==> src/rtl/vx_writeback_scalar_pkg.sv <==
// ----------------------------------------------------------------------------
// vx_writeback_scalar_pkg
// Shared types for the scalar writeback path. wb_beat_t is the result beat
// format that the execute units drive and that the writeback bus carries.
// Lane/uuid/register widths live here because the beat struct is shared by
// every producer and consumer.
// ----------------------------------------------------------------------------
package vx_writeback_scalar_pkg;

   localparam int THREAD_CNT = 4;
   localparam int XLEN       = 32;
   localparam int WIS_W      = 2;
   localparam int UUID_W     = 8;
   localparam int NR_W       = 5;

   // Lock state of the writeback arbiter: free to pick any source, or
   // held by one source until that source's end-of-packet beat.
   typedef enum logic {
      LOCK_FREE = 1'b0,
      LOCK_HELD = 1'b1
   } lockState_e;

   // One result beat as produced by an execute unit.
   typedef struct packed {
      logic [UUID_W-1:0]                uuid;
      logic [WIS_W-1:0]                 wis;
      logic [THREAD_CNT-1:0]            tmask;
      logic [XLEN-1:0]                  pc;
      logic                             wb;
      logic [NR_W-1:0]                  rd;
      logic [THREAD_CNT-1:0][XLEN-1:0]  data;
      logic                             sop;
      logic                             eop;
   } wb_beat_t;

endpackage

==> src/rtl/vx_writeback_scalar_if.sv <==
// ----------------------------------------------------------------------------
// vx_writeback_scalar_if
// Groups the per-source result beats and the registered writeback bus.
//   src_valid / src_ready / src_beat : NUM_SRC execute-unit result ports
//   wb_valid / wb_beat                : registered writeback bus (no backpressure)
// master : the writeback block (consumes src_*, drives src_ready and wb_*)
// slave  : the environment (execute units drive src_*, collector reads wb_*)
// ----------------------------------------------------------------------------
interface vx_writeback_scalar_if
   import vx_writeback_scalar_pkg::*;
#(
   parameter int NUM_SRC = 4
);

   logic [NUM_SRC-1:0] src_valid;
   logic [NUM_SRC-1:0] src_ready;
   wb_beat_t           src_beat [NUM_SRC];
   logic               wb_valid;
   wb_beat_t           wb_beat;

   modport master (
      input  src_valid,
      input  src_beat,
      output src_ready,
      output wb_valid,
      output wb_beat
   );

   modport slave (
      output src_valid,
      output src_beat,
      input  src_ready,
      input  wb_valid,
      input  wb_beat
   );

endinterface

==> src/rtl/vx_writeback_scalar_arbiter.sv <==
// ----------------------------------------------------------------------------
// vx_wb_lock_arbiter
// Round-robin arbiter with packet lock. Owns the round-robin pointer and the
// lock state so that a multi-beat packet stays contiguous on the bus.
//   clk, reset_n : clock, asynchronous active-low reset
//   valid_i      : per-source beat valid
//   accept_i     : the granted beat is taken this cycle
//   eop_i        : end-of-packet flag of the granted beat
//   grant_o      : one-hot grant (only ever set on a valid source)
//   locked_o     : a packet is in progress
// ----------------------------------------------------------------------------
module vx_wb_lock_arbiter
   import vx_writeback_scalar_pkg::*;
#(
   parameter int NUM_SRC = 4
) (
   input  logic               clk,
   input  logic               reset_n,
   input  logic [NUM_SRC-1:0] valid_i,
   input  logic               accept_i,
   input  logic               eop_i,
   output logic [NUM_SRC-1:0] grant_o,
   output logic               locked_o
);

   localparam int IDX_W = (NUM_SRC > 1) ? $clog2(NUM_SRC) : 1;

   lockState_e       lockState_q, lockState_d;
   logic [IDX_W-1:0] owner_q, owner_d;
   logic [IDX_W-1:0] rrPtr_q, rrPtr_d;
   logic [IDX_W-1:0] grantIdx;
   logic             found;
   int               idx;

   // Grant selection: a held lock only lets its owner through; otherwise
   // search upward from the slot after the last packet's source, wrapping.
   always_comb begin
      grant_o  = '0;
      grantIdx = '0;
      found    = 1'b0;
      idx      = 0;
      if (lockState_q == LOCK_HELD) begin
         if (valid_i[owner_q]) begin
            grant_o[owner_q] = 1'b1;
            grantIdx         = owner_q;
         end
      end else begin
         for (int k = 1; k <= NUM_SRC; k++) begin
            idx = (int'(rrPtr_q) + k) % NUM_SRC;
            if (!found && valid_i[idx]) begin
               found         = 1'b1;
               grant_o[idx]  = 1'b1;
               grantIdx      = IDX_W'(idx);
            end
         end
      end
   end

   // Lock tracking: a beat without eop pins the bus to its source; the eop
   // beat frees it and moves the round-robin pointer to that source.
   always_comb begin
      lockState_d = lockState_q;
      owner_d     = owner_q;
      rrPtr_d     = rrPtr_q;
      if (accept_i) begin
         if (eop_i) begin
            lockState_d = LOCK_FREE;
            rrPtr_d     = grantIdx;
         end else begin
            lockState_d = LOCK_HELD;
            owner_d     = grantIdx;
         end
      end
   end

   // The pointer resets to the last source so source 0 wins first.
   always_ff @(posedge clk or negedge reset_n) begin
      if (!reset_n) begin
         lockState_q <= LOCK_FREE;
         owner_q     <= '0;
         rrPtr_q     <= IDX_W'(NUM_SRC - 1);
      end else begin
         lockState_q <= lockState_d;
         owner_q     <= owner_d;
         rrPtr_q     <= rrPtr_d;
      end
   end

   assign locked_o = (lockState_q == LOCK_HELD);

endmodule

==> src/rtl/vx_writeback_scalar.sv <==
// ----------------------------------------------------------------------------
// vx_writeback_scalar
// Writeback master for one issue slot: arbitrates result beats from NUM_SRC
// execute units onto one registered writeback bus, keeps packets contiguous,
// drops beats with wb=0 and counts the beats it emits.
//   clk, reset_n : clock, asynchronous active-low reset
//   bus          : master side of vx_writeback_scalar_if (src_* in, wb_* out)
//   wb_count     : number of emitted beats, wraps modulo 2^CNT_W
// ----------------------------------------------------------------------------
module vx_writeback_scalar
   import vx_writeback_scalar_pkg::*;
#(
   parameter int NUM_SRC = 4,
   parameter int CNT_W   = 32
) (
   input  logic                  clk,
   input  logic                  reset_n,
   vx_writeback_scalar_if.master bus,
   output logic [CNT_W-1:0]      wb_count
);

   logic [NUM_SRC-1:0] grant;
   logic               locked;
   logic               accept;
   logic               emit;
   wb_beat_t           selBeat;

   logic               wbValid_q;
   wb_beat_t           wbBeat_q;
   logic [CNT_W-1:0]   wbCount_q;

   vx_wb_lock_arbiter #(
      .NUM_SRC (NUM_SRC)
   ) u_arbiter (
      .clk      (clk),
      .reset_n  (reset_n),
      .valid_i  (bus.src_valid),
      .accept_i (accept),
      .eop_i    (selBeat.eop),
      .grant_o  (grant),
      .locked_o (locked)
   );

   // Grant is already qualified by valid, so it doubles as src_ready.
   always_comb begin
      selBeat = '0;
      for (int i = 0; i < NUM_SRC; i++) begin
         if (grant[i]) begin
            selBeat = bus.src_beat[i];
         end
      end
   end

   assign accept        = |grant;
   assign emit          = accept & selBeat.wb;
   assign bus.src_ready = grant;

   // Output stage: only written beats load the data register, so dropped
   // beats and idle cycles leave the last emitted beat on the bus.
   always_ff @(posedge clk or negedge reset_n) begin
      if (!reset_n) begin
         wbValid_q <= 1'b0;
         wbBeat_q  <= '0;
         wbCount_q <= '0;
      end else begin
         wbValid_q <= emit;
         if (emit) begin
            wbBeat_q  <= selBeat;
            wbCount_q <= wbCount_q + CNT_W'(1);
         end
      end
   end

   // A new packet start from the lock owner means the producer lost track
   // of its own packet boundary.
   always_ff @(posedge clk) begin
      if (reset_n && locked && accept) begin
         assert (!selBeat.sop);
      end
   end

   assign bus.wb_valid = wbValid_q;
   assign bus.wb_beat  = wbBeat_q;
   assign wb_count     = wbCount_q;

endmodule

==> src/flat_wrapper.sv <==
// flat-port wrapper written by rule: the top's interface ports become plain ports
module vx_writeback_scalar_flat import vx_writeback_scalar_pkg::*;
#(
   parameter int NUM_SRC = 4,
   parameter int CNT_W   = 32
)
  (clk, reset_n, wb_count, bus_src_valid, bus_src_beat, bus_src_ready, bus_wb_valid, bus_wb_beat);
  vx_writeback_scalar_if #(.NUM_SRC(NUM_SRC)) bus_i ();
  input  logic clk;
  input  logic reset_n;
  output logic [CNT_W-1:0] wb_count;
  input wire logic [$bits(bus_i.src_valid)-1:0] bus_src_valid;
  input wire logic [$bits(bus_i.src_beat)-1:0] bus_src_beat;
  output wire logic [$bits(bus_i.src_ready)-1:0] bus_src_ready;
  output wire logic [$bits(bus_i.wb_valid)-1:0] bus_wb_valid;
  output wire logic [$bits(bus_i.wb_beat)-1:0] bus_wb_beat;
  assign bus_i.src_valid = bus_src_valid;
  assign bus_i.src_beat = {>>{bus_src_beat}};
  assign bus_src_ready = bus_i.src_ready;
  assign bus_wb_valid = bus_i.wb_valid;
  assign bus_wb_beat = bus_i.wb_beat;
  vx_writeback_scalar #(.NUM_SRC(NUM_SRC), .CNT_W(CNT_W)) u_core (.clk(clk), .reset_n(reset_n), .bus(bus_i), .wb_count(wb_count));
endmodule
==> config.mk <==
export PLATFORM = sky130hd
export DESIGN_NAME = vx_writeback_scalar_flat
export DESIGN_NICKNAME = d
export VERILOG_FILES = /design/src/rtl/vx_writeback_scalar_pkg.sv /design/src/rtl/vx_writeback_scalar_if.sv /design/src/rtl/vx_writeback_scalar_arbiter.sv /design/src/rtl/vx_writeback_scalar.sv /design/src/flat_wrapper.sv
export SDC_FILE = /design/constraint.sdc
export NUM_CORES = 1
export LEC_CHECK = 0
export ABC_AREA = 1
export CORE_AREA = 2 2 368 370
export DETAILED_ROUTE_END_ITERATION = 6
export DIE_AREA = 0 0 370 372
export GPL_ROUTABILITY_DRIVEN = 0
export PLACE_DENSITY = 0.32
export SLEW_MARGIN = 20
export SYNTH_ARGS = -nofsm -noshare
export SYNTH_HDL_FRONTEND = slang
export SYNTH_SLANG_ARGS = --single-unit
==> constraint.sdc <==
create_clock -name clk -period 6.8 [get_ports clk]
set_input_delay 1.36 -clock clk [delete_from_list [all_inputs] [get_ports clk]]
set_output_delay 1.36 -clock clk [all_outputs]
set_load 0.02 [all_outputs]
# Word level (Yosys, flattened, before mapping)
# Index checks and enable logic that the tools add are counted.
# classes
reduce_logical	18
div	0
n_shift	0
magnitude_cmp	10
mul	0
bitwise_logic	9
n_eq_ne	0
n_mux	50
n_addsub	5
# op_table
operator	n
2-to-1 mux 182 bit	4
2-to-1 mux 4 bit	9
adder 32 x 1 -> 32 bit (second input constant)	1
2-to-1 mux 1 bit	21
less-than comparator 3 x 4 -> 1 bit (second input constant)	4
greater-or-equal comparator 3 x 1 -> 1 bit (second input constant)	4
2-to-1 mux 2 bit	6
bitwise OR 4 bit	3
binary-select mux 1 bit (select 2 bit)	5
demux 1 bit (select 2 bit)	5
logical AND 1 bit	8
OR reduction 2 bit	4
adder 2 x 1 -> 2 bit (second input constant)	2
adder 2 bit (second input constant)	2
AND 1 bit (first input constant)	4
AND reduction 2 bit	2
OR reduction 4 bit	1
zero test 1 bit	3
less-than comparator 2 x 3 -> 1 bit (second input constant)	1
greater-or-equal comparator 2 x 1 -> 1 bit (second input constant)	1
AND 1 bit	1
NOT 1 bit	1
# totals
latch_bits	0
reg_bits	220
mem_count	0
ram_bits	0
output_inout_bits	219
mem_bits_ro	0

# Longest topological paths before layout
# Gate-level depths: netlist of the first run.
# depth
word_depth	26
ltp_mapped	20
depth_no_buf	18

# Cells and area by module
# From an unflattened synthesis of the first run, not the netlist that was laid out.
# hier_totals
cells_unflattened	2221
area_unflattened_um2	14637.8
# modules_own_cells
module	seq_area_each_um2	area_each_um2	cells_each	instances
vx_writeback_scalar	5380.2	13829.5	2090	1
vx_wb_lock_arbiter	127.6	808.3	131	1

# Worst setup path before layout of the first run
# No wires, ideal clock.
# synth_path
path_type	input port to output port
start	input port bus_src_valid[3]
end	output port bus_src_ready[1]
stages	11
t_required_ns	5.440
slack_ns	2.610
arrival_ns	2.830
path_cell_list	inv_1 -> nand2_1 -> nand3_2 -> nand2_2 -> nor2_2 -> a21oi_1 -> nand3_1 -> nand2_1 -> nand2_1 -> clkbuf_1 -> clkbuf_1
# synth_between
elab_chain_cells	17
# synth_rtl
element	line_no	text
from (decl)	flat_wrapper.sv:12	input wire logic [$bits(bus_i.src_valid)-1:0] bus_src_valid;
binary-select mux 1 bit (select 2 bit)	vx_writeback_scalar_arbiter.sv:50	if (!found && valid_i[idx]) begin
2-to-1 mux 1 bit (not written as such) (2 in a row)	vx_writeback_scalar_arbiter.sv:50	
2-to-1 mux 1 bit	vx_writeback_scalar_arbiter.sv:50	
2-to-1 mux 1 bit	vx_writeback_scalar_arbiter.sv:42	if (lockState_q == LOCK_HELD) begin
zero test 1 bit	vx_writeback_scalar_arbiter.sv:50	
logical AND 1 bit	vx_writeback_scalar_arbiter.sv:50	
2-to-1 mux 1 bit	vx_writeback_scalar_arbiter.sv:50	
2-to-1 mux 1 bit	vx_writeback_scalar_arbiter.sv:42	
zero test 1 bit	vx_writeback_scalar_arbiter.sv:50	
logical AND 1 bit	vx_writeback_scalar_arbiter.sv:50	
2-to-1 mux 1 bit	vx_writeback_scalar_arbiter.sv:50	
2-to-1 mux 1 bit	vx_writeback_scalar_arbiter.sv:42	
zero test 1 bit	vx_writeback_scalar_arbiter.sv:50	
logical AND 1 bit	vx_writeback_scalar_arbiter.sv:50	
2-to-1 mux 4 bit	vx_writeback_scalar_arbiter.sv:50	
2-to-1 mux 4 bit (*)	vx_writeback_scalar_arbiter.sv:42	
to (decl)	flat_wrapper.sv:14	output wire logic [$bits(bus_i.src_ready)-1:0] bus_src_ready;
# Mark *: on every way between the ends. The rest lies on a longest branch, timed or not. The select of a mux whose other input is x is not followed.

# Final worst setup path of the first run
# layout_path
start	input port bus_src_valid[1]
end	output port bus_src_ready[3]
# The elaborated chain is that of the path after synthesis.

==> results of run 1 <==
-- cells in the final DEF, fill, tap and decap left out, types with 5 or more instances in the layout --
cell type,n
clkbuf_8,6
nor3_1,15
xnor2_1,6
nor4_1,9
nand3_1,379
buf_12,13
inv_1,32
diode_2,17
xor2_1,24
nor2_1,395
clkdlybuf4s50_1,951
clkbuf_1,14
ha_1,9
clkbuf_16,39
dfrtp_1,218
buf_4,19
nand4_1,9
nand2_1,1460
o21ai_0,5
-- cell usage after synthesis (2+ instances only) --
| library cell | count | share of area, % |
|---|---|---|
| nand2_1 | 1461 | 34 |
| nand4_1 | 9 | 0.35 |
| nor2_1 | 395 | 9.2 |
| nand3_1 | 379 | 12 |
| o21ai_0 | 5 | 0.15 |
| buf_4 | 19 | 0.88 |
| clkbuf_1 | 77 | 1.8 |
| ha_1 | 9 | 0.70 |
| nand3_2 | 2 | 0.12 |
| dfstp_2 | 2 | 0.33 |
| nor4_1 | 9 | 0.35 |
| dfrtp_1 | 218 | 34 |
| buf_2 | 83 | 2.6 |
| nand2_2 | 4 | 0.15 |
| buf_1 | 7 | 0.16 |
| inv_2 | 4 | 0.093 |
| inv_1 | 32 | 0.74 |
| a21oi_1 | 4 | 0.12 |
| a211oi_1 | 2 | 0.093 |
| clkinv_1 | 3 | 0.070 |
| nor3_1 | 15 | 0.47 |
| xnor2_1 | 6 | 0.33 |
| xor2_1 | 24 | 1.3 |
-- worst reg2reg max path: stages, from the launching register on --
cell and delay (ns):
dfstp_2 0.65, inv_2 0.16, ha_1 0.39, inv_1 0.07, nand3_1 0.11, nand2_2 0.12
nor2_4 0.20, nand4_1 0.12, nand3_1 0.20, nand2_1 0.14, clkinv_4 0.08, buf_4 0.28
buf_4 0.59, buf_4 0.78, nand3_1 0.34, nand3_1 0.12, nand2_1 0.06, nand2_1 0.06
nand2_1 0.05, nand2_1 0.05
-- sequential cells by signal, indices dropped and copies added (netlist names) --
| signal | flops |
|---|---|
| u_core.bus.wb_beat | 182 |
| u_core.bus.wb_valid | 1 |
| u_core.u_arbiter.locked_o | 1 |
| u_core.u_arbiter.owner_q | 2 |
| u_core.u_arbiter.rrPtr_q | 2 |
| u_core.wb_count | 32 |
-- layer usage --
metal / up-vias / track usage, % / share of wire (%)
met3: 199 / 6.55 / 8.8
li1: 10300 / - / -
met4: 84 / 5.32 / 2.6
met2: 670 / 29.1 / 48
met5: - / 0 / 0.44
met1: 9679 / 19.3 / 40
-- layout make-up --
type                       count  area share [%]
timing repair buffer         984            34.6
multi-input combinational   2332            33.6
sequential                   220            19.2
tap                         1781            7.76
clock buffer                  59            3.87
inverter                      39           0.553
clock inverter                 6           0.279
antenna                       17           0.148
-- power groups by stage --
stage                     sequential [mW]  combinational [mW]  clock (mW)
after floorplan                      2.69                6.81           0
after global placement               2.22                12.3           0
after detailed placement             2.22                12.3           0
after CTS                            2.21                12.3        2.06
after global routing                 2.27                13.4        2.10
final                                2.20                11.8        1.97
-- path summary, 6_finish.rpt --
kind	slack, ns	start	depth (start not counted)	endpoint
max	1.47	bus_src_valid[1]	13	bus_src_ready[3]
min	0.48	u_core.bus.wb_beat[139]$_DFFE_PN0P_	2	u_core.bus.wb_beat[139]$_DFFE_PN0P_
max reg2reg	2.19	u_core.u_arbiter.rrPtr_q[0]$_DFFE_PN1P_	19	u_core.bus.wb_beat[118]$_DFFE_PN0P_
min reg2reg	0.48	u_core.bus.wb_beat[139]$_DFFE_PN0P_	2	u_core.bus.wb_beat[139]$_DFFE_PN0P_
max in group asynchronous	4.79	reset_n	2	u_core.bus.wb_beat[139]$_DFFE_PN0P_
min in group asynchronous	0.69	reset_n	1	u_core.bus.wb_beat[107]$_DFFE_PN0P_
-- metrics by stage --
step	hold slack (ns)	total power, mW
2_1_floorplan	0.464	9.50
3_3_place_gp	0.461	14.5
3_5_place_dp	0.464	14.5
4_1_cts	0.479	16.6
5_1_grt	0.493	17.8
6_report	0.475	16.0
-- kinds of logic after synthesis --
| group | share of synthesized area, % |
|---|---|
| buffers and inverters | 6.39 |
| AO/OA/AOI/OAI | 0.713 |
| XOR/XNOR | 1.63 |
| adder cells (fa/ha/maj) | 0.698 |
| AND/OR/NAND/NOR | 56.5 |
| flip-flops | 34.1 |
==> metrics.yaml, run 1 <==
worstSkewPairLatency_ns: 0.58
fin_nets: 4358
synthArstFlopShare_pct: 100
ant_nets: 0
fp-row-count: 135
max_stage_delay_ns: 0.70
stdcell_area_sq_um: 28700
finalCritPeriodShare_pct: 78.4
htree_levels: 2
root_buffer: "clkbuf_16"
crit_type: "input pin to primary output"
worst_pin_slew_ns: 0.956
p_per_area_nw_per_um2: 558
drt_iter0_markers: 1079
synth_edf_count: 0
maxSlewHeadroom_pct: 36.3
start_util_pct: 12.0
seq_area_sq_um: 5510
setup_viol: 0
post-route-util_pct: 21.4
dp.cells: 5356
combinationalPowerShare_pct: 74.0
clk_pin_slew_ns: 0.05
cts_tree: "done"
place_area_sq_um: 27500
numCtsBuffers: 38
multi_input_area_sq_um: 9640
drv_cap: 0
switching_share_pct: 57.3
clock-sinks: 220
cts_max_path_buffers: 3
io_buffers: 952
synth_seq_cells: 220
crit_arrival_ns: 3.97
finClkSkew_ns: 0.0203
yosys_warnings: 0
synth.net_count: 3521
clkPwrFrac_pct: 12.3
fillerInstances: 15400
core_area_sq_um: 134000
hpwl_um: 94600
firstDrtPassIters: 5
ios: 953
final_cells: 5438
syn2layout_area_growth_pct: 77.8
cp-start-kind: "input pin"
grt_antenna_before_repair: 70
place_ws_ns: 1.44
hold_class: "flop to flop"
power.switching_mw: 9.18
syn_area_sq_um: 16100
crit_family: "simple AND/OR/NAND/NOR gates"
cts_setup_buffers: 0
grt_overflow: 0
die_area_sq_um: 138000
outcome: "complete, no violations"
fin_setup_tns_ns: 0
die_y_um: 372
syn_area_per_cell_sq_um: 5.81
grt_pass1_vias: 21600
viasPerCell: 3.85
cp_common_cell: "nand2_1"
critPathSlowestCell: "clkdlybuf4s50_1"
holdBufCountCts: 0
syn_inst: 2778
drive_above_1_share_pct: 2.83
p_leak_nw: 13.2
wl_per_cell_um: 22.3
fin_ws_ns: 1.47
drv_slew: 0
post_cts_resized: 0
cp_cell_sequence: "clkdlybuf4s50_1 -> inv_1 -> nand2_1 -> nand3_1 -> nand2_2 -> nor2_4 -> nand2_1 -> nor2_1 -> nor2_1 -> nand2_1 -> nand2_1 -> nand2_8 -> clkdlybuf4s50_1"
drc: 0
synth_ff_type: "dfrtp_1"
hold_violations: 0
required_ns: 5.44
critPathMaxFanout: 53
grt_max_degree: 153
p_int_mw: 6.83
endpoint_kind: "primary output"
grt_setup_unrepaired: "false"
die-width_um: 370
seq_area_frac_synth_pct: 34.1
worst-path-buf-inv: 3
netlist-cell-type-count: 32
ir_drop_uv: 425
grt_use_total_pct: 17.0
vias: 21000
finalCriticalPeriod_ns: 5.33
drt_wl_total_um: 121000
seqPwrFrac_pct: 13.8
fmax_mhz: 188
grt_pass1_wl_um: 167000
No activity file was read; power rests on OpenSTA's default activity.
==> run 2: changes to the inputs <==
CORE_AREA = 2 2 371 373   (was 2 2 368 370)
DIE_AREA = 0 0 373 375   (was 0 0 370 372)
PLACE_DENSITY = 0.31   (was 0.32)
clock period = 5.55 ns   (was 6.8 ns; I/O delays follow)
==> run 2 against run 1 <==
Compared with the run above:
- wire length fell by 1.7%
- utilization down 0.20 points
- flip-flop and latch count unchanged
- die area grew 1.6%
- via count is 1.0% lower
- first-iteration DRC count up 6.9%
- largest cell class unchanged
- largest power group unchanged
==> metrics.yaml, run 2 (same netlist as run 1, synthesis figures left out) <==
max_stage_delay_ns: 0.75  # +0.05 ns
core_area_sq_um: 136000  # +1.5%
die_area_sq_um: 140000  # +1.6%
viasPerCell: 3.81  # -1.3%
p_per_area_nw_per_um2: 694  # +24%
grt_use_total_pct: 16.5  # -0.48 points
drc: 0  # unchanged
root_buffer: "clkbuf_16"
fp-row-count: 136  # +0.74%
endpoint_kind: "primary output"
place_area_sq_um: 27500  # about the same
worst_pin_slew_ns: 0.910  # -0.0459 ns
cts_tree: "done"
cp_cell_sequence: "inv_2 -> ha_1 -> inv_1 -> nand3_1 -> nand2_2 -> nor2_4 -> nand3_1 -> clkinv_1 -> nand2_1 -> nand2_1 -> nand2_1 -> nand2_8 -> clkdlybuf4s50_1"
holdBufCountCts: 0  # unchanged
crit_arrival_ns: 3.63  # -0.34 ns
start_util_pct: 11.8  # -0.18 points
finClkSkew_ns: 0.00917  # -0.0112 ns
final_cells: 5452  # +0.26%
required_ns: 4.44  # -1.00 ns
outcome: "complete, no violations"
worstSkewPairLatency_ns: 0.58  # about the same
grt_antenna_before_repair: 67  # -4.3%
hpwl_um: 92500  # -2.2%
p_leak_nw: 13.2  # +0.43%
clk_pin_slew_ns: 0.06  # about the same
drt_iter0_markers: 1153  # +6.9%
ios: 953  # unchanged
cp-start-kind: "flop"
power.switching_mw: 11.5  # +26%
drt_wl_total_um: 119000  # -1.7%
die-width_um: 373  # +0.81%
setup_viol: 0  # unchanged
drv_slew: 0  # unchanged
syn2layout_area_growth_pct: 78.8
hold_violations: 0  # unchanged
maxSlewHeadroom_pct: 39.4  # +3.1 points
post_cts_resized: 0  # unchanged
hold_class: "input pin to asynchronous set/reset pin"
largest_register_ff_count: 182  # unchanged
fmax_mhz: 211
rr_worst_depth: 18  # -1
finalCriticalPeriod_ns: 4.74
stdcell_area_sq_um: 28900  # +0.54%
vias: 20700  # -1.0%
fin_setup_tns_ns: 0  # unchanged
clkPwrFrac_pct: 13.0  # +0.7 points
wl_per_cell_um: 21.9  # -1.9%
seqPwrFrac_pct: 13.5  # -0.3 points
reg2reg_setup_slack_ns: 1.45  # -0.74 ns
cts_setup_buffers: 0  # unchanged
critPathSlowestCell: "clkdlybuf4s50_1"
finalCritPeriodShare_pct: 85.3
critPathMaxFanout: 10  # -81%
fin_nets: 4353  # -0.11%
ir_drop_uv: 771  # +81%
p_int_mw: 8.50  # +24%
drv_cap: 0  # unchanged
ant_nets: 0  # unchanged
grt_pass1_vias: 21400  # -0.92%
layout_commonest_cell: "nand2_1"
clock-sinks: 220  # unchanged
htree_levels: 2  # unchanged
layout_common_cells: "nand2_1, clkdlybuf4s50_1, nor2_1, nand3_1, dfrtp_1"
drive_above_1_share_pct: 3.08  # +0.25 points
cp_common_cell: "nand2_1"
crit_type: "flop to primary output"
totalPowerFinal_mw: 20.0  # +25%
switching_share_pct: 57.6  # +0.24 points
firstDrtPassIters: 5  # unchanged
grt_pass1_wl_um: 166000  # -0.69%
die_y_um: 375  # +0.81%
cts_max_path_buffers: 3  # unchanged
r2r-end: "u_core.bus.wb_beat[19]$_DFFE_PN0P_"
grt_max_degree: 153  # unchanged
fillerInstances: 15600  # +1.4%
dp.cells: 5365  # +0.17%
numCtsBuffers: 37  # -2.6%
grt_setup_unrepaired: "false"
io_buffers: 952  # unchanged
combinationalPowerShare_pct: 73.5  # -0.5 points
r2r_start: "u_core.u_arbiter.rrPtr_q[0]$_DFFE_PN1P_"
grt_overflow: 0  # unchanged
[run 2: layout make-up]
type	instances	area, sq um	share of cell area (%)
repair buffers	980	9920	34.4
multi-input cells	2332	9640	33.4
flip-flops and latches	220	5510	19.1
well taps	1794	2240	7.78
clock buffers	51	1090	3.78
clock inverters	17	251	0.871
inverters	39	159	0.551
diodes	19	47.5	0.165
[run 2: through the flow]
step	worst slack [ns]	util, %	hold WS [ns]
finish	0.815	21.2	0.431
global route	0.472	21.2	0.445
CTS	0.663	21.1	0.450
detailed placement	0.829	20.2	0.453
global placement	0.832	20.2	0.453
floorplan	1.86	-	0.464
[run 2: worst max-delay path, delay by kind of cell, from the launching register on]
family                     cells  cell delay (ns)
adders and majority gates      1             0.38
and+or+nand+nor                8             0.95
buffers and inverters          4             1.05
DFF                            1             0.66
[run 2: power by group through the flow]
stage / clock [mW] / sequential [mW] / combinational, mW
floorplan: 0 / 3.30 / 8.34
global placement: 0 / 2.74 / 15.4
detailed placement: 0 / 2.73 / 15.4
CTS: 2.75 / 2.71 / 15.4
global route: 2.78 / 2.77 / 16.7
finish: 2.60 / 2.70 / 14.7
[run 2: metal layers]
metal | part of all wire, % | wire length, um | track usage, %
met1 | 40 | 47600 | 18.5
met2 | 49 | 59100 | 28.6
met3 | 8.0 | 9540 | 6.09
met4 | 2.3 | 2800 | 5.38
met5 | 0.33 | 392 | 0
[run 2: worst max path at each step]
stage,to,cells after the start,startpoint
2_1_floorplan,bus_src_ready[1],11,bus_src_valid[3]
3_3_place_gp,bus_src_ready[3],13,bus_src_valid[0]
3_5_place_dp,bus_src_ready[1],11,bus_src_valid[0]
4_1_cts,bus_src_ready[1],11,u_core.u_arbiter.rrPtr_q[0]$_DFFE_PN1P_
5_1_grt,bus_src_ready[3],13,u_core.u_arbiter.rrPtr_q[0]$_DFFE_PN1P_
6_report,bus_src_ready[3],13,u_core.u_arbiter.rrPtr_q[0]$_DFFE_PN1P_
